**src/rtl/serial_tx_pkg.sv**
```systemverilog
// Shared types and helpers for the serial TX framer: state encoding,
// default start sequence and counter sizing.
package serial_tx_pkg;

  typedef enum logic [2:0] {
    ST_IDLE,
    ST_SEQ,
    ST_DATA,
    ST_PARITY,
    ST_DONE,
    ST_GAP
  } tx_state_t;

  localparam logic [5:0] DEFAULT_START_SEQ = 6'b01_1111;

  // Bits needed to hold the largest count the framer ever loads.
  function automatic int cnt_width(input int seq_w, input int data_w, input int gap);
    int m;
    m = seq_w;
    if (data_w > m) m = data_w;
    if (gap > m) m = gap;
    return $clog2(m + 1);
  endfunction

endpackage

```
**src/rtl/tx_shift_reg.sv**
```systemverilog
// Parallel-in/serial-out payload register, MSB first. With TX_PARITY_EN it
// also accumulates even parity over the bits shifted out since the last load.
module tx_shift_reg #(
  parameter int DATA_W = 55
) (
  input  logic              clk,
  input  logic              rst_n,
  input  logic              load,
  input  logic              shift,
  input  logic [DATA_W-1:0] din,
  output logic              msb
`ifdef TX_PARITY_EN
  ,
  output logic              parity
`endif
);

  logic [DATA_W-1:0] sr_q;

  always_ff @(posedge clk or negedge rst_n) begin
    if (!rst_n) begin
      sr_q <= '0;
    end else if (load) begin
      sr_q <= din;
    end else if (shift) begin
      sr_q <= sr_q << 1;
    end
  end

  assign msb = sr_q[DATA_W-1];

`ifdef TX_PARITY_EN
  // Parity of every bit that has left the register, so it is complete once
  // the last data bit has been emitted.
  always_ff @(posedge clk or negedge rst_n) begin
    if (!rst_n) begin
      parity <= 1'b0;
    end else if (load) begin
      parity <= 1'b0;
    end else if (shift) begin
      parity <= parity ^ sr_q[DATA_W-1];
    end
  end
`endif

endmodule

```
**src/rtl/serial_tx_framer.sv**
```systemverilog
// Serial frame transmitter: start sequence, MSB-first payload, optional even
// parity (define TX_PARITY_EN), done pulse and programmable inter-frame gap.
module serial_tx_framer
  import serial_tx_pkg::*;
#(
  parameter int               DATA_W     = 55,
  parameter int               SEQ_W      = 6,
  parameter logic [SEQ_W-1:0] START_SEQ  = DEFAULT_START_SEQ,
  parameter int               GAP_CYCLES = 0
) (
  input  logic              clk,
  input  logic              rst_n,
  input  logic [DATA_W-1:0] tx_data,
  input  logic              start,
  output logic              ready,
  output logic              s_data,
  output logic              done
);

  // Handshake: start is taken only in a cycle where ready=1; at that edge
  // tx_data is captured and ready drops until the frame and gap are over.

  localparam int CW = cnt_width(SEQ_W, DATA_W, GAP_CYCLES);
  localparam logic [CW-1:0] ONE      = CW'(1);
  localparam logic [CW-1:0] SEQ_LEN  = CW'(SEQ_W);
  localparam logic [CW-1:0] DATA_LEN = CW'(DATA_W);
  localparam logic [CW-1:0] GAP_LEN  = CW'(GAP_CYCLES);

  tx_state_t        state_q, state_nx;
  logic [CW-1:0]    cnt_q, cnt_nx;
  logic [SEQ_W-1:0] seq_q, seq_nx;
  logic             load, shift, msb, s_data_nx;
`ifdef TX_PARITY_EN
  logic             parity;
`endif

  tx_shift_reg #(.DATA_W(DATA_W)) u_shift (
    .clk   (clk),
    .rst_n (rst_n),
    .load  (load),
    .shift (shift),
    .din   (tx_data),
    .msb   (msb)
`ifdef TX_PARITY_EN
    ,
    .parity(parity)
`endif
  );

  always_ff @(posedge clk or negedge rst_n) begin
    if (!rst_n) begin
      state_q <= ST_IDLE;
      cnt_q   <= '0;
      seq_q   <= '0;
      ready   <= 1'b0;
      done    <= 1'b0;
      s_data  <= 1'b0;
    end else begin
      state_q <= state_nx;
      cnt_q   <= cnt_nx;
      seq_q   <= seq_nx;
      ready   <= (state_nx == ST_IDLE);
      done    <= (state_nx == ST_DONE);
      s_data  <= s_data_nx;
    end
  end

  // Outputs are registered, so each branch chooses the line value for the
  // state being entered; the payload shifts as each bit is launched.
  always_comb begin
    state_nx  = state_q;
    cnt_nx    = cnt_q;
    seq_nx    = seq_q;
    load      = 1'b0;
    shift     = 1'b0;
    s_data_nx = 1'b0;
    case (state_q)
      ST_IDLE: begin
        if (ready && start) begin
          state_nx  = ST_SEQ;
          cnt_nx    = SEQ_LEN;
          load      = 1'b1;
          s_data_nx = START_SEQ[SEQ_W-1];
          seq_nx    = START_SEQ << 1;
        end
      end
      ST_SEQ: begin
        if (cnt_q == ONE) begin
          state_nx  = ST_DATA;
          cnt_nx    = DATA_LEN;
          shift     = 1'b1;
          s_data_nx = msb;
        end else begin
          cnt_nx    = cnt_q - ONE;
          s_data_nx = seq_q[SEQ_W-1];
          seq_nx    = seq_q << 1;
        end
      end
      ST_DATA: begin
        if (cnt_q == ONE) begin
          cnt_nx = '0;
`ifdef TX_PARITY_EN
          state_nx  = ST_PARITY;
          s_data_nx = parity;
`else
          state_nx  = ST_DONE;
`endif
        end else begin
          cnt_nx    = cnt_q - ONE;
          shift     = 1'b1;
          s_data_nx = msb;
        end
      end
`ifdef TX_PARITY_EN
      ST_PARITY: state_nx = ST_DONE;
`endif
      ST_DONE: begin
        if (GAP_CYCLES > 0) begin
          state_nx = ST_GAP;
          cnt_nx   = GAP_LEN;
        end else begin
          state_nx = ST_IDLE;
        end
      end
      ST_GAP: begin
        if (cnt_q == ONE) state_nx = ST_IDLE;
        else              cnt_nx   = cnt_q - ONE;
      end
      default: state_nx = ST_IDLE;
    endcase
  end

endmodule

```
**config.mk**
```make
export PLATFORM = sky130hd
export DESIGN_NAME = serial_tx_framer
export DESIGN_NICKNAME = d
export VERILOG_FILES = /design/src/rtl/serial_tx_pkg.sv /design/src/rtl/tx_shift_reg.sv /design/src/rtl/serial_tx_framer.sv
export SDC_FILE = /design/constraint.sdc
export NUM_CORES = 1
export LEC_CHECK = 0
export CORE_MARGIN = 1.5
export CORE_UTILIZATION = 53
export DETAILED_ROUTE_END_ITERATION = 8
export GPL_TIMING_DRIVEN = 0
export HOLD_SLACK_MARGIN = 0.1
export PLACE_DENSITY_LB_ADDON = 0.12
export SLEW_MARGIN = 20
export SYNTH_ARGS = -nofsm -noshare
export SYNTH_HDL_FRONTEND = slang
export SYNTH_HIERARCHICAL = 1
export SYNTH_SLANG_ARGS = --single-unit
```
**constraint.sdc**
```tcl
create_clock -name clk -period 2.4 [get_ports clk]
set_input_delay 0.48 -clock clk [delete_from_list [all_inputs] [get_ports clk]]
set_output_delay 0.48 -clock clk [all_outputs]
set_load 0.005 [all_outputs]
```
# After elaboration in Yosys (flattened, before gate mapping)
# Index checks and enable logic that the tools add are counted.
[totals] regBits=73 elab_cells=47
[classes] n_mux=23 reduce_logical=8 addsub=1 eq_ne=8
[ops] op="$mux W55" count=2
[ops] op="$mux W6" count=6
[ops] op="$pmux W6 S4" count=1
[ops] op="$mux W3" count=4
[ops] op="$pmux W3 S4" count=1
[ops] op="$pmux W6 S2" count=1
[ops] op="$eq A3 B3 Y1 const B" count=2
[ops] op="$eq A6 B1 Y1 const B" count=1
[ops] op="$logic_not A3 Y1" count=2
[ops] op="$mux W1" count=6
[ops] op="$ne A2 B2 Y1 const B" count=3
[ops] op="$reduce_and A3 Y1" count=2
[ops] op="$sub A6 B1 Y6 const B" count=1
[ops] op="$pmux W1 S2" count=2
[ops] op="$reduce_bool A2 Y1" count=2
[ops] op="$reduce_bool A4 Y1" count=1
[ops] op="$eq A3 B1 Y1 const B" count=1
[ops] op="$eq A3 B2 Y1 const B" count=1
[ops] op="$logic_and A1 B1 Y1" count=1

# Logic depth before layout (Yosys ltp)
# Gate-level depths: netlist of run 1.
[logic_depth] depth_word=5 ltp_mapped=10

# Cells and area by module
# Netlist of run 1, hierarchy kept.
[by_module_without_submodules] mod="tx_shift_reg" area_each_um2=2585.0 cells_each=238 instances=1
[by_module_without_submodules] mod="serial_tx_framer" area_each_um2=967.2 cells_each=93 instances=1

# Worst setup path before layout of run 1
# No wires, ideal clock.
[synth_path] path_kind="register -> register" startpoint="register cnt_q[2]" endpoint="register u_shift.sr_q[14]" setup_time_ps=120 path_buffers=3 path_stages_with_launch=10 setup_slack_ps=280 arrival_ps=2000 required_ps=2280 cell_sequence="dfrtp_1 -> or3_1 -> clkbuf_1 -> nor2_1 -> mux2i_1 -> nor2_1 -> buf_6 -> buf_12 -> mux2i_1 -> o21ai_2"
[synth_via] elab_chain_len=4
[synth_lines] element="start: declaration" line="serial_tx_framer.sv:30" text="logic [CW-1:0] cnt_q, cnt_nx;"
[synth_lines] element="start signal: assignment" line="serial_tx_framer.sv:60" text="cnt_q <= cnt_nx;"
[synth_lines] element="$eq A6 B1 Y1 *" line="serial_tx_framer.sv:88, serial_tx_framer.sv:100"
[synth_lines] element="$mux W1 (on tied branches)" line="serial_tx_framer.sv:100, serial_tx_framer.sv:88"
[synth_lines] element="$pmux W1 S2 *" line="serial_tx_framer.sv:77" text="case (state_q)"
[synth_lines] element="net shift" line="serial_tx_framer.sv:32" text="logic load, shift, msb, s_data_nx;"
[synth_lines] element="$reduce_bool A2 Y1 (no line) *"
[synth_lines] element="end signal: assignment" line="tx_shift_reg.sv:24" text="sr_q <= din;"
[synth_lines] element="end signal: assignment" line="tx_shift_reg.sv:26" text="sr_q <= sr_q << 1;"
[synth_lines] element="end: declaration" line="tx_shift_reg.sv:18" text="logic [DATA_W-1:0] sr_q;"
# The timed path passes the listed nets; every way through them passes the cells marked *.
# A chain may end at the register's enable or synchronous reset.

# Worst setup path in the final report of run 1
[layout_path] startpoint="register cnt_q[2]" endpoint="register u_shift.sr_q[34]"
# The elaborated chain is that of the path after synthesis.

==> reports/qor.tcl, run 1 <==
set qor(number_of_diodes_added_for_antenna_fixing) 0
set qor(critical_path.startpoint) {cnt_q[2]}
set qor(post_route_total_power_mw) 4.885
set qor(layout_min_cycle_time_ns) 2.225
set qor(nNetsFinal) 468
set qor(report.final.hold_viol_count) 0
set qor(worstReg2RegStart) {cnt_q[2]}
set qor(timing.critical_path.max_delay_family) {simple AND/OR/NAND/NOR gates}
set qor(starting_drt_drc_count) 174
set qor(post-route-drc-count) 6
set qor(worstSetupStartpointType) {flop}
set qor(hold_end) {seq_q[1]}
set qor(die_area_um2) 7202
set qor(cts.reportedPaths.clkPinSlew_ns) 0.07
set qor(synth.avg_cell_area_um2) 10.73
set qor(wire_length_of_the_first_global_routing_pass_mm) 12.15
set qor(cts_max_path_buffers) 2
set qor(grt_max_degree) 57
set qor(endpoint_kind) {flop}
set qor(io_pins) 61
set qor(htree_levels) 3
set qor(portBuffers) 60
set qor(synth.top_cell.area_share) 0.5072
set qor(required_ns) 2.60
set qor(ys_seq_elements) 72
set qor(holdCritPathClass) {flop to flop}
set qor(overflow) 0
set qor(post_place_cells) 469
set qor(worst_ep_arrival_ns) 2.43
set qor(synth_enable_flop_cells) 0
set qor(timing.rr.end) {u_shift/sr_q[34]}
set qor(post-route-period-util) 0.9270
set qor(power_density_nw_per_um2) 1092
set qor(first_pass_iters) 6
set qor(synthesized_netlist_cell_count) 331
set qor(clk-insertion-delay-late_ns) 0.34
set qor(finalNonFillerCells) 489
set qor(avgRoutedWirePerCell_um) 14.06
set qor(initial_utilization) 0.5531
set qor(cp_cell_sequence) {or3_1, clkbuf_1, nor2_4, mux2i_1, nor2_1, buf_6, buf_12, mux2i_1, o21ai_1}
set qor(drtAntennaViolNets) 0
set qor(worst_slew_pin_slew_ns) 0.6420
set qor(static-leakage-power_nw) 1.773
set qor(synthToLayoutAreaGrowth_pct) 25.96
set qor(route.final.wire_length_mm) 6.874
set qor(yosys.cell_types.count) 42
set qor(antenna_found_initial) 0
set qor(cap_viol_max_count) 0
set qor(synth_area_um2) 3552
set qor(worst_ir_drop_vdd_mv) 0.5880
set qor(synth_sequential_area_ratio) 0.5072
set qor(synth_warnings) 6
set qor(rsz0062_at_grt) {false}
set qor(critical_path_peak_fanout) 10
set qor(synth_fp_nets) 391
set qor(postSynth.asyncResetShare) 1.000
set qor(floorplan.die.height_um) 84.87
set qor(dp.final_hpwl_mm) 4.835
set qor(status) {finished, violations left}
set qor(detailroute.via_count) 2657
set qor(regToRegSetupSlack_ns) 0.18
set qor(place_worst_setup_slack_ns) -0.004690
set qor(holdCritStartpoint) {seq_q[1]}
set qor(post_route_cells_drive_above_1_share) 0.1311
set qor(yosys.cell_count.top_type) {sky130_fd_sc_hd__dfrtp_1}
set qor(finClkSkew_ns) 0.005098
set qor(ys.flop_type) {sky130_fd_sc_hd__dfrtp_1}
set qor(synth_area_leader_cell) {sky130_fd_sc_hd__dfrtp_1}
set qor(cell_types_with_the_largest_area_share_after_synthesis) {sky130_fd_sc_hd__dfrtp_1 (51%), sky130_fd_sc_hd__mux2i_1 (16%), sky130_fd_sc_hd__o21ai_1 (6.5%)}
set qor(max_stage_delay_ns) 0.43
set qor(critical-path-top-cell-by-count) {sky130_fd_sc_hd__mux2i_1}
set qor(detail_route.vias_per_cell) 5.434
set qor(cts_made_buffers) 9
set qor(core_area_um2) 6422
set qor(hold-path-cell-count) 1
set qor(vias_in_the_first_global_route) 2735
set qor(clock_sink_count) 72
set qor(layout_setup_ws_ns) 0.1752
set qor(yosys-top-cells-count) {sky130_fd_sc_hd__dfrtp_1 (72), sky130_fd_sc_hd__nand2_1 (57), sky130_fd_sc_hd__mux2i_1 (56)}
set qor(rr_worst_depth) 9
set qor(critPathBufInv) 3
set qor(die_width_um) 84.87
set qor(rows) 29
set qor(cts_tree) {yes}
set qor(gp_weighted_congestion) 0.8518
set qor(timing.final.setup_violations) 0
set qor(hold_slack_ns) 0.4793
set qor(groute.usage.overall) 0.2109
set qor(worst-setup-path-type) {flop to flop}
set qor(failed_checks) {design-rule violations}
set qor(slew_headroom) 0.5720
set qor(max_clock_freq_mhz) 449.5
set qor(clockRootBuffer) {sky130_fd_sc_hd__clkbuf_8}
set qor(finalMaxSlewViolations) 0
set qor(timing.critical_path.slowest_stage_cell) {sky130_fd_sc_hd__dfrtp_1}
cell usage in the layout (no fill, tap or decap), drive strengths merged, types with 6 or more instances in the layout:
cell type | synthesis | layout
buf | 18 | 24
clkbuf | 3 | 13
clkdlybuf4s50 | 0 | 59
dfrtp | 72 | 72
mux2i | 56 | 56
nand2 | 57 | 57
nand2b | 6 | 6
nor2 | 10 | 10
nor3 | 6 | 6
o21ai | 57 | 57
metal layers:
metal	wire, um	track usage	share of wire
met1	3239	0.2793	0.47
met2	3264	0.3389	0.47
met3	268	0.03696	0.039
met4	102	0.1028	0.015
met5	0	0	0
worst max path at each step:
stage / endpoint / slack (ns) / cells past startpoint
2_1_floorplan: u_shift/sr_q[14] / 0.28 / 9
3_3_place_gp: u_shift/sr_q[44] / -1.59 / 1
3_5_place_dp: u_shift/sr_q[18] / -0.005 / 9
4_1_cts: u_shift/sr_q[18] / 0.08 / 9
5_1_grt: u_shift/sr_q[31] / 0.005 / 9
6_report: u_shift/sr_q[34] / 0.18 / 9
logic make-up (layout without fill, tap and decap cells):
logic type / count (synthesis) / count (layout) / synth area share
flops: 72 / 72 / 0.5072
fa+ha+maj: 2 / 2 / 0.007044
simple gates: 92 / 92 / 0.1194
mux: 60 / 60 / 0.1705
xor+xnor: 1 / 1 / 0.002466
compound gates: 79 / 79 / 0.1360
buf+inv: 25 / 106 / 0.05741
layout make-up:
type,count,area [um2]
fillers,500,1948
well taps,77,96.34
clock buffers,10,127.6
clock inverters,5,25.02
repair buffers,66,665.6
inverters,4,15.01
multi-input cells,234,1554
flip-flops and latches,72,1802
plain buffers,21,188.9
per-stage QoR:
step / instance area, um2 / util / TNS (ns)
6_report: 4474 / 0.6967 / 0
5_1_grt: 4474 / 0.6967 / 0
4_1_cts: 4439 / 0.6912 / 0
3_5_place_dp: 4274 / 0.6655 / -0.004690
3_3_place_gp: 4249 / 0.6616 / -114.24
2_1_floorplan: 3552 / - / 0
report_power, final:
part           internal (mW)  switching (mW)
Sequential              1.80           0.347
Combinational          0.994           0.972
Clock                  0.360           0.411
Total                   3.15            1.73
worst register-to-register path: stages, from the launching register on:
cell and delay (ns):
sky130_fd_sc_hd__dfrtp_1 0.43, sky130_fd_sc_hd__or3_1 0.38, sky130_fd_sc_hd__clkbuf_1 0.19, sky130_fd_sc_hd__nor2_4 0.18, sky130_fd_sc_hd__mux2i_1 0.11, sky130_fd_sc_hd__nor2_1 0.14
sky130_fd_sc_hd__buf_6 0.20, sky130_fd_sc_hd__buf_12 0.16, sky130_fd_sc_hd__mux2i_1 0.21, sky130_fd_sc_hd__o21ai_1 0.09
sequential cells by signal, summed over array words and instances (netlist names):
name / count
u_shift/sr_q: 55
cnt_q: 6
seq_q: 5
state_q: 3
done: 1
ready: 1
s_data: 1
what timing repair did:
| item | 4_1_cts | 5_1_grt |
|---|---|---|
| gates resized for setup | 1 | 1 |
| endpoints found under the hold margin | 16 | 0 |
| setup buffers | 0 | 4 |
| endpoints found under the setup margin | 2 | 44 |
| hold buffers | 1 | 0 |
No activity file was read; power rests on OpenSTA's default activity.
==> inputs of run 2 (changes only) <==
Settings changed: CORE_UTILIZATION 53 to 55, CTS_BUF_LIST from default to sky130_fd_sc_hd__clkbuf_4 sky130_fd_sc_hd__clkbuf_8, TNS_END_PERCENT from default to 30.
==> run 2 against run 1 <==
  * The flow now finishes without violations
  * Via count fell by 2.7%
  * Sequential power about the same
  * Clock skew is 0.0061 ns higher
  * Routed wire length grew 0.52%
  * Flip-flop and latch count stayed put
  * Setup slack better by 0.051 ns
  * Final cell count unchanged
  * Sequential share of layout area fell by 0.86 points
  * Clock-buffer cell count grew 1
  * Critical path depth fell by 1
  * Maximum frequency is 2.3% higher
  * Non-clock buffer count fell by 1
  * Largest power group unchanged
==> reports/qor.tcl, run 2 (synthesized netlist as in run 1, its figures left out) <==
set qor(endpoint_kind) {flop}
set qor(overflow) 0 ;# unchanged
set qor(number_of_diodes_added_for_antenna_fixing) 0 ;# unchanged
set qor(max_clock_freq_mhz) 460.0 ;# +2.3%
set qor(io_pins) 61 ;# unchanged
set qor(critical-path-top-cell-by-count) {sky130_fd_sc_hd__mux2i_1}
set qor(timing.critical_path.max_delay_family) {simple AND/OR/NAND/NOR gates}
set qor(groute.usage.overall) 0.2137 ;# +0.002778
set qor(grt_max_degree) 51 ;# -11%
set qor(critical_path_peak_fanout) 10 ;# unchanged
set qor(required_ns) 2.62 ;# +0.02 ns
set qor(floorplan.die.height_um) 83.37 ;# -1.8%
set qor(rsz0062_at_grt) {false}
set qor(postPlaceCellArea_um2) 4274 ;# unchanged
set qor(critical_path.startpoint) {cnt_q[2]}
set qor(grt_util_met1) 0.3010 ;# +0.02167
set qor(largest_register) {u_shift/sr_q}
set qor(slew_headroom) 0.5536 ;# -0.01834
set qor(largest_register_ffs) 55 ;# unchanged
set qor(post-route-period-util) 0.9057 ;# -0.02127
set qor(worst_ir_drop_vdd_mv) 0.6634 ;# +13%
set qor(largest_registers) {u_shift/sr_q x55, cnt_q x6, seq_q x5}
set qor(worst_slew_pin_slew_ns) 0.6695 ;# +0.02751 ns
set qor(detail_route.vias_per_cell) 5.286 ;# -2.7%
set qor(starting_drt_drc_count) 105 ;# -40%
set qor(die_area_um2) 6950 ;# -3.5%
set qor(htree_levels) 3 ;# unchanged
set qor(drtAntennaViolNets) 0 ;# unchanged
set qor(final_core_utilization) 0.7283 ;# +0.03165
set qor(cp_cell_sequence) {or3_1, nor2_4, mux2i_1, nor2_1, buf_6, buf_12, mux2i_1, o21ai_1}
set qor(first_pass_iters) 4 ;# -2
set qor(initial_utilization) 0.5659 ;# +0.01279
set qor(worst-setup-path-type) {flop to flop}
set qor(cts_tree) {yes}
set qor(finalMaxSlewViolations) 0 ;# unchanged
set qor(antenna_found_initial) 0 ;# unchanged
set qor(cts_max_path_buffers) 2 ;# unchanged
set qor(holdCritStartpoint) {seq_q[1]}
set qor(detailroute.via_count) 2585 ;# -2.7%
set qor(cap_viol_max_count) 0 ;# unchanged
set qor(clockRootBuffer) {sky130_fd_sc_hd__clkbuf_8}
set qor(nNetsFinal) 467 ;# -0.21%
set qor(rows) 29 ;# unchanged
set qor(summed_negative_setup_slack_over_all_endpoints_ns) 0 ;# unchanged
set qor(gp_weighted_congestion) 0.8144 ;# -4.4%
set qor(layout_commonest_cell) {sky130_fd_sc_hd__dfrtp_1}
set qor(dp.final_hpwl_mm) 4.826 ;# -0.19%
set qor(die_width_um) 83.37 ;# -1.8%
set qor(worstReg2RegStart) {cnt_q[2]}
set qor(post_route_cells_drive_above_1_share) 0.1359 ;# +0.004854
set qor(static-leakage-power_nw) 1.813 ;# +2.2%
set qor(grt.met2_usage) 0.3326 ;# -0.006315
set qor(worst_ep_arrival_ns) 2.39 ;# -0.04 ns
set qor(avgRoutedWirePerCell_um) 14.13 ;# +0.52%
set qor(critPathBufInv) 2 ;# -1
set qor(cts_made_buffers) 9 ;# unchanged
set qor(clock_sink_count) 72 ;# unchanged
set qor(post-route-drc-count) 0 ;# -6
set qor(clk-insertion-delay-late_ns) 0.34 ;# about the same
set qor(max_stage_delay_ns) 0.53 ;# +0.10 ns
set qor(layout.cell_area.non_filler_um2) 4572 ;# +2.2%
set qor(synthToLayoutAreaGrowth_pct) 28.71
set qor(grt.busiest_layer) {met2}
set qor(vias_in_the_first_global_route) 2612 ;# -4.5%
set qor(route.final.wire_length_mm) 6.910 ;# +0.52%
set qor(finalNonFillerCells) 489 ;# unchanged
set qor(timing.final.setup_violations) 0 ;# unchanged
set qor(core_area_um2) 6277 ;# -2.3%
set qor(hold_slack_ns) 0.4727 ;# -0.006639 ns
set qor(grt_use_met3) 0.03579 ;# -0.001180
set qor(status) {finished, final reports clean}
set qor(most_frequent_cells_in_the_layout) {sky130_fd_sc_hd__dfrtp_1 (72), sky130_fd_sc_hd__clkdlybuf4s50_1 (59), sky130_fd_sc_hd__nand2_1 (57)}
set qor(regToRegSetupSlack_ns) 0.23 ;# +0.05 ns
set qor(timing.critical_path.slowest_stage_cell) {sky130_fd_sc_hd__or3_1}
set qor(finClkSkew_ns) 0.01123 ;# +0.006135 ns
set qor(portBuffers) 60 ;# unchanged
set qor(report.final.hold_viol_count) 0 ;# unchanged
set qor(layout_min_cycle_time_ns) 2.174 ;# -0.05105 ns
set qor(holdCritPathClass) {flop to flop}
set qor(cts.reportedPaths.clkPinSlew_ns) 0.07 ;# about the same
set qor(worstSetupStartpointType) {flop}
set qor(wire_length_of_the_first_global_routing_pass_mm) 12.03 ;# -0.96%
set qor(post_place_cells) 469 ;# unchanged
set qor(power_density_nw_per_um2) 1159 ;# +6.2%
==> run 2: cell types whose count changed in the layout (fill, tap and decap cells not counted), sizes merged <==
cell,previous run,this run
bufinv,0,3
clkinv,5,1
clkinvlp,0,1
==> run 2: cell type report <==
class	count	area (um2)
Sequential cell	72	1802
Buffer	20	185.2
Clock inverter	5	102.6
Clock buffer	11	151.4
Tap cell	77	96.34
Inverter	4	15.01
Timing Repair Buffer	66	665.6
Multi-Input combinational cell	234	1554
Fill cell	478	1705
==> run 2: path summary, 6_finish.rpt <==
check | cells after the start | end
worst max register to register | 8 | u_shift/sr_q[13]
max in group asynchronous | 3 | u_shift/sr_q[49]
min in group asynchronous | 2 | u_shift/sr_q[15]
worst max-delay path | 8 | u_shift/sr_q[13]
worst min register to register | 1 | seq_q[1]
worst min-delay path | 1 | seq_q[1]
==> run 2: stage by stage <==
stage / worst slack, ns / power, mW
2_1_floorplan: 0.2795 / 3.582
3_3_place_gp: -1.567 / 4.008
3_5_place_dp: 0.01273 / 4.101
4_1_cts: 0.1002 / 5.313
5_1_grt: 0.04302 / 5.680
6_report: 0.2262 / 5.301
==> run 2: where the power goes <==
group	total [mW]	internal (mW)	leakage (nW)	switching [mW]
Combinational	1.96	0.988	0.808	0.975
Sequential	2.15	1.80	0.879	0.347
Clock	1.19	0.746	0.126	0.446
==> run 2: metal layers <==
metal | wire (um) | vias to the layer above
met5 | 0 | -
met4 | 104 | 0
met3 | 218 | 9
met2 | 3238 | 46
met1 | 3348 | 1216
li1 | - | 1314
==> run 2: repair_timing <==
item,in CTS,in global routing
hold buffers,1,0
gates resized for setup,1,1
buffers inserted,0,4
hold endpoints to repair,22,0
setup endpoints to repair,4,50
pin swaps,0,1
==> inputs of run 3 (changes only) <==
Settings changed: MAX_ROUTING_LAYER from default to met4.
==> run 3 against run 2 <==
  * Via count is 0.39% lower
  * Largest cell class unchanged
  * First-iteration DRC count fell by 2.9%
  * Sequential power barely moved
  * Die area unchanged
  * Utilization did not move
  * Power is 0.13% lower
  * Setup slack barely moved
  * Flip-flop and latch count stayed put
  * Hold slack improved by 0.00091 ns
  * Clock-buffer cell count unchanged
  * Register-to-register slack about the same
==> reports/qor.tcl, run 3 (synthesized netlist as in run 1, its figures left out) <==
set qor(rows) 29 ;# unchanged
set qor(timing.final.setup_violations) 0 ;# unchanged
set qor(nNetsFinal) 467 ;# unchanged
set qor(die_width_um) 83.37 ;# unchanged
set qor(worst_slew_pin_slew_ns) 0.6669 ;# -0.002605 ns
set qor(power_density_nw_per_um2) 1158 ;# -0.13%
set qor(post-route-period-util) 0.9056 ;# about the same
set qor(holdCritStartpoint) {seq_q[1]}
set qor(avgRoutedWirePerCell_um) 14.06 ;# -0.48%
set qor(static-leakage-power_nw) 1.813 ;# unchanged
set qor(layout_commonest_cell) {sky130_fd_sc_hd__dfrtp_1}
set qor(post_route_cells_drive_above_1_share) 0.1359 ;# unchanged
set qor(first_pass_iters) 4 ;# unchanged
set qor(required_ns) 2.62 ;# about the same
set qor(finClkSkew_ns) 0.01102 ;# -0.0002092 ns
set qor(seqPwrFrac) 0.405 ;# about the same
set qor(final_core_utilization) 0.7283 ;# unchanged
set qor(number_of_diodes_added_for_antenna_fixing) 0 ;# unchanged
set qor(slew_headroom) 0.5554 ;# +0.001737
set qor(die_area_um2) 6950 ;# unchanged
set qor(rr_worst_depth) 8 ;# unchanged
set qor(timing.critical_path.to) {u_shift/sr_q[13]}
set qor(worstReg2RegStart) {cnt_q[2]}
set qor(wire_length_of_the_first_global_routing_pass_mm) 12.01 ;# -0.22%
set qor(report.final.hold_viol_count) 0 ;# unchanged
set qor(critical_path.startpoint) {cnt_q[2]}
set qor(groute.usage.overall) 0.2197 ;# +0.006014
set qor(cts.reportedPaths.clkPinSlew_ns) 0.07 ;# about the same
set qor(detailroute.via_count) 2575 ;# -0.39%
set qor(worstSetupStartpointType) {flop}
set qor(io_pins) 61 ;# unchanged
set qor(wl_met3_um) 200 ;# -8.3%
set qor(holdCritPathClass) {flop to flop}
set qor(antenna_found_initial) 0 ;# unchanged
set qor(dp.final_hpwl_mm) 4.826 ;# unchanged
set qor(place_worst_setup_slack_ns) 0.01273 ;# unchanged
set qor(largest_register) {u_shift/sr_q}
set qor(timing.rr.end) {u_shift/sr_q[13]}
set qor(most_frequent_cells_in_the_layout) {sky130_fd_sc_hd__dfrtp_1 (72), sky130_fd_sc_hd__clkdlybuf4s50_1 (59), sky130_fd_sc_hd__nand2_1 (57)}
set qor(grt_max_degree) 51 ;# unchanged
set qor(max_clock_freq_mhz) 460.1 ;# about the same
set qor(switching_share) 0.3325 ;# -0.0008513
set qor(clock_sink_count) 72 ;# unchanged
set qor(regToRegSetupSlack_ns) 0.23 ;# about the same
set qor(overflow) 0 ;# unchanged
set qor(worst_ir_drop_vdd_mv) 0.6637 ;# about the same
set qor(wl_met1_mm) 3.352 ;# +0.12%
set qor(cts_max_path_buffers) 2 ;# unchanged
set qor(power_report.internal_total_mw) 3.533 ;# about the same
set qor(floorplan.die.height_um) 83.37 ;# unchanged
set qor(worst_ep_arrival_ns) 2.39 ;# about the same
set qor(portBuffers) 60 ;# unchanged
set qor(htree_levels) 3 ;# unchanged
set qor(vias_in_the_first_global_route) 2602 ;# -0.38%
set qor(status) {finished, final reports clean}
set qor(gp_weighted_congestion) 0.8265 ;# +1.5%
set qor(layout_setup_ws_ns) 0.2265 ;# +0.0002720 ns
set qor(initial_utilization) 0.5659 ;# unchanged
set qor(cts_tree) {yes}
set qor(clockRootBuffer) {sky130_fd_sc_hd__clkbuf_8}
set qor(worst-setup-path-type) {flop to flop}
set qor(endpoint_kind) {flop}
set qor(synthToLayoutAreaGrowth_pct) 28.71 ;# unchanged
set qor(detail_route.vias_per_cell) 5.266 ;# -0.39%
set qor(finalMaxSlewViolations) 0 ;# unchanged
set qor(rsz0062_at_grt) {false}
set qor(filler_cell_count) 478 ;# unchanged
set qor(core_area_um2) 6277 ;# unchanged
set qor(cts_made_buffers) 9 ;# unchanged
set qor(route.final.wire_length_mm) 6.877 ;# -0.48%
set qor(route.met2.wl_mm) 3.220 ;# -0.56%
set qor(critical_path_peak_fanout) 10 ;# unchanged
set qor(largest_register_ffs) 55 ;# unchanged
set qor(clock_power_share) 0.224 ;# about the same
set qor(switchingPower_mw) 1.760 ;# -0.38%
set qor(starting_drt_drc_count) 102 ;# -2.9%
set qor(drtAntennaViolNets) 0 ;# unchanged
set qor(clk-insertion-delay-late_ns) 0.34 ;# about the same
set qor(power.combinational.fraction) 0.371 ;# about the same
set qor(post-route-drc-count) 0 ;# unchanged
set qor(largest_registers) {u_shift/sr_q x55, cnt_q x6, seq_q x5}
set qor(highest_layer) {met4}
set qor(layout_min_cycle_time_ns) 2.173 ;# -0.0002720 ns
set qor(cap_viol_max_count) 0 ;# unchanged
## run 3: how the worst min path moves through the flow
stage	end	cells past startpoint
floorplan	cnt_q[0]	0
global placement	seq_q[1]	1
detailed placement	u_shift/sr_q[15]	1
CTS	seq_q[1]	1
global route	seq_q[5]	2
finish	seq_q[1]	1
## run 3: metrics by stage
step	instance area (um2)	power [mW]	hold slack, ns	cells	TNS [ns]
2_1_floorplan	3552	3.582	0.1844	331	0
3_3_place_gp	4249	4.008	0.4520	468	-112.46
3_5_place_dp	4274	4.101	0.4002	469	0
4_1_cts	4541	5.313	0.4738	486	0
5_1_grt	4572	5.676	0.5015	489	0
6_report	4572	5.294	0.4736	489	0
## run 3: power groups by stage
| stage | Combinational [mW] | Clock (mW) | Sequential, mW |
|---|---|---|---|
| finish | 1.96 | 1.19 | 2.15 |
| global route | 2.21 | 1.27 | 2.20 |
| CTS | 1.96 | 1.21 | 2.14 |
| detailed placement | 1.94 | 0 | 2.16 |
| global placement | 1.88 | 0 | 2.13 |
| floorplan | 1.52 | 0 | 2.06 |
## run 3: critical path, cell delays in order, from the launching register on
cell	delay (ns)
sky130_fd_sc_hd__dfrtp_1	0.43
sky130_fd_sc_hd__or3_1	0.53
sky130_fd_sc_hd__nor2_4	0.19
sky130_fd_sc_hd__mux2i_1	0.10
sky130_fd_sc_hd__nor2_1	0.14
sky130_fd_sc_hd__buf_6	0.20
sky130_fd_sc_hd__buf_12	0.16
sky130_fd_sc_hd__mux2i_1	0.20
sky130_fd_sc_hd__o21ai_1	0.09
## run 3: area by class of cell
class | instances | area (um2) | area share
repair buffers | 66 | 665.6 | 0.1456
inverters | 4 | 15.01 | 0.003284
clock inverters | 5 | 102.6 | 0.02244
plain buffers | 20 | 185.2 | 0.04050
flip-flops and latches | 72 | 1802 | 0.3941
multi-input cells | 234 | 1554 | 0.3399
clock buffers | 11 | 151.4 | 0.03311
well taps | 77 | 96.34 | 0.02107
## run 3: timing repair
action	in CTS	in global routing
buffers inserted	0	4
hold buffers	1	0
gates resized for setup	1	1
endpoints found under the hold margin	22	0
setup endpoints to repair	4	50
pin swaps	0	1
## run 3: layer usage
layer  global-route usage  up-vias
met3              0.03479        9
met5                    -        -
met1               0.3003     1213
met4              0.08485        0
li1                     -     1314
met2               0.3333       39
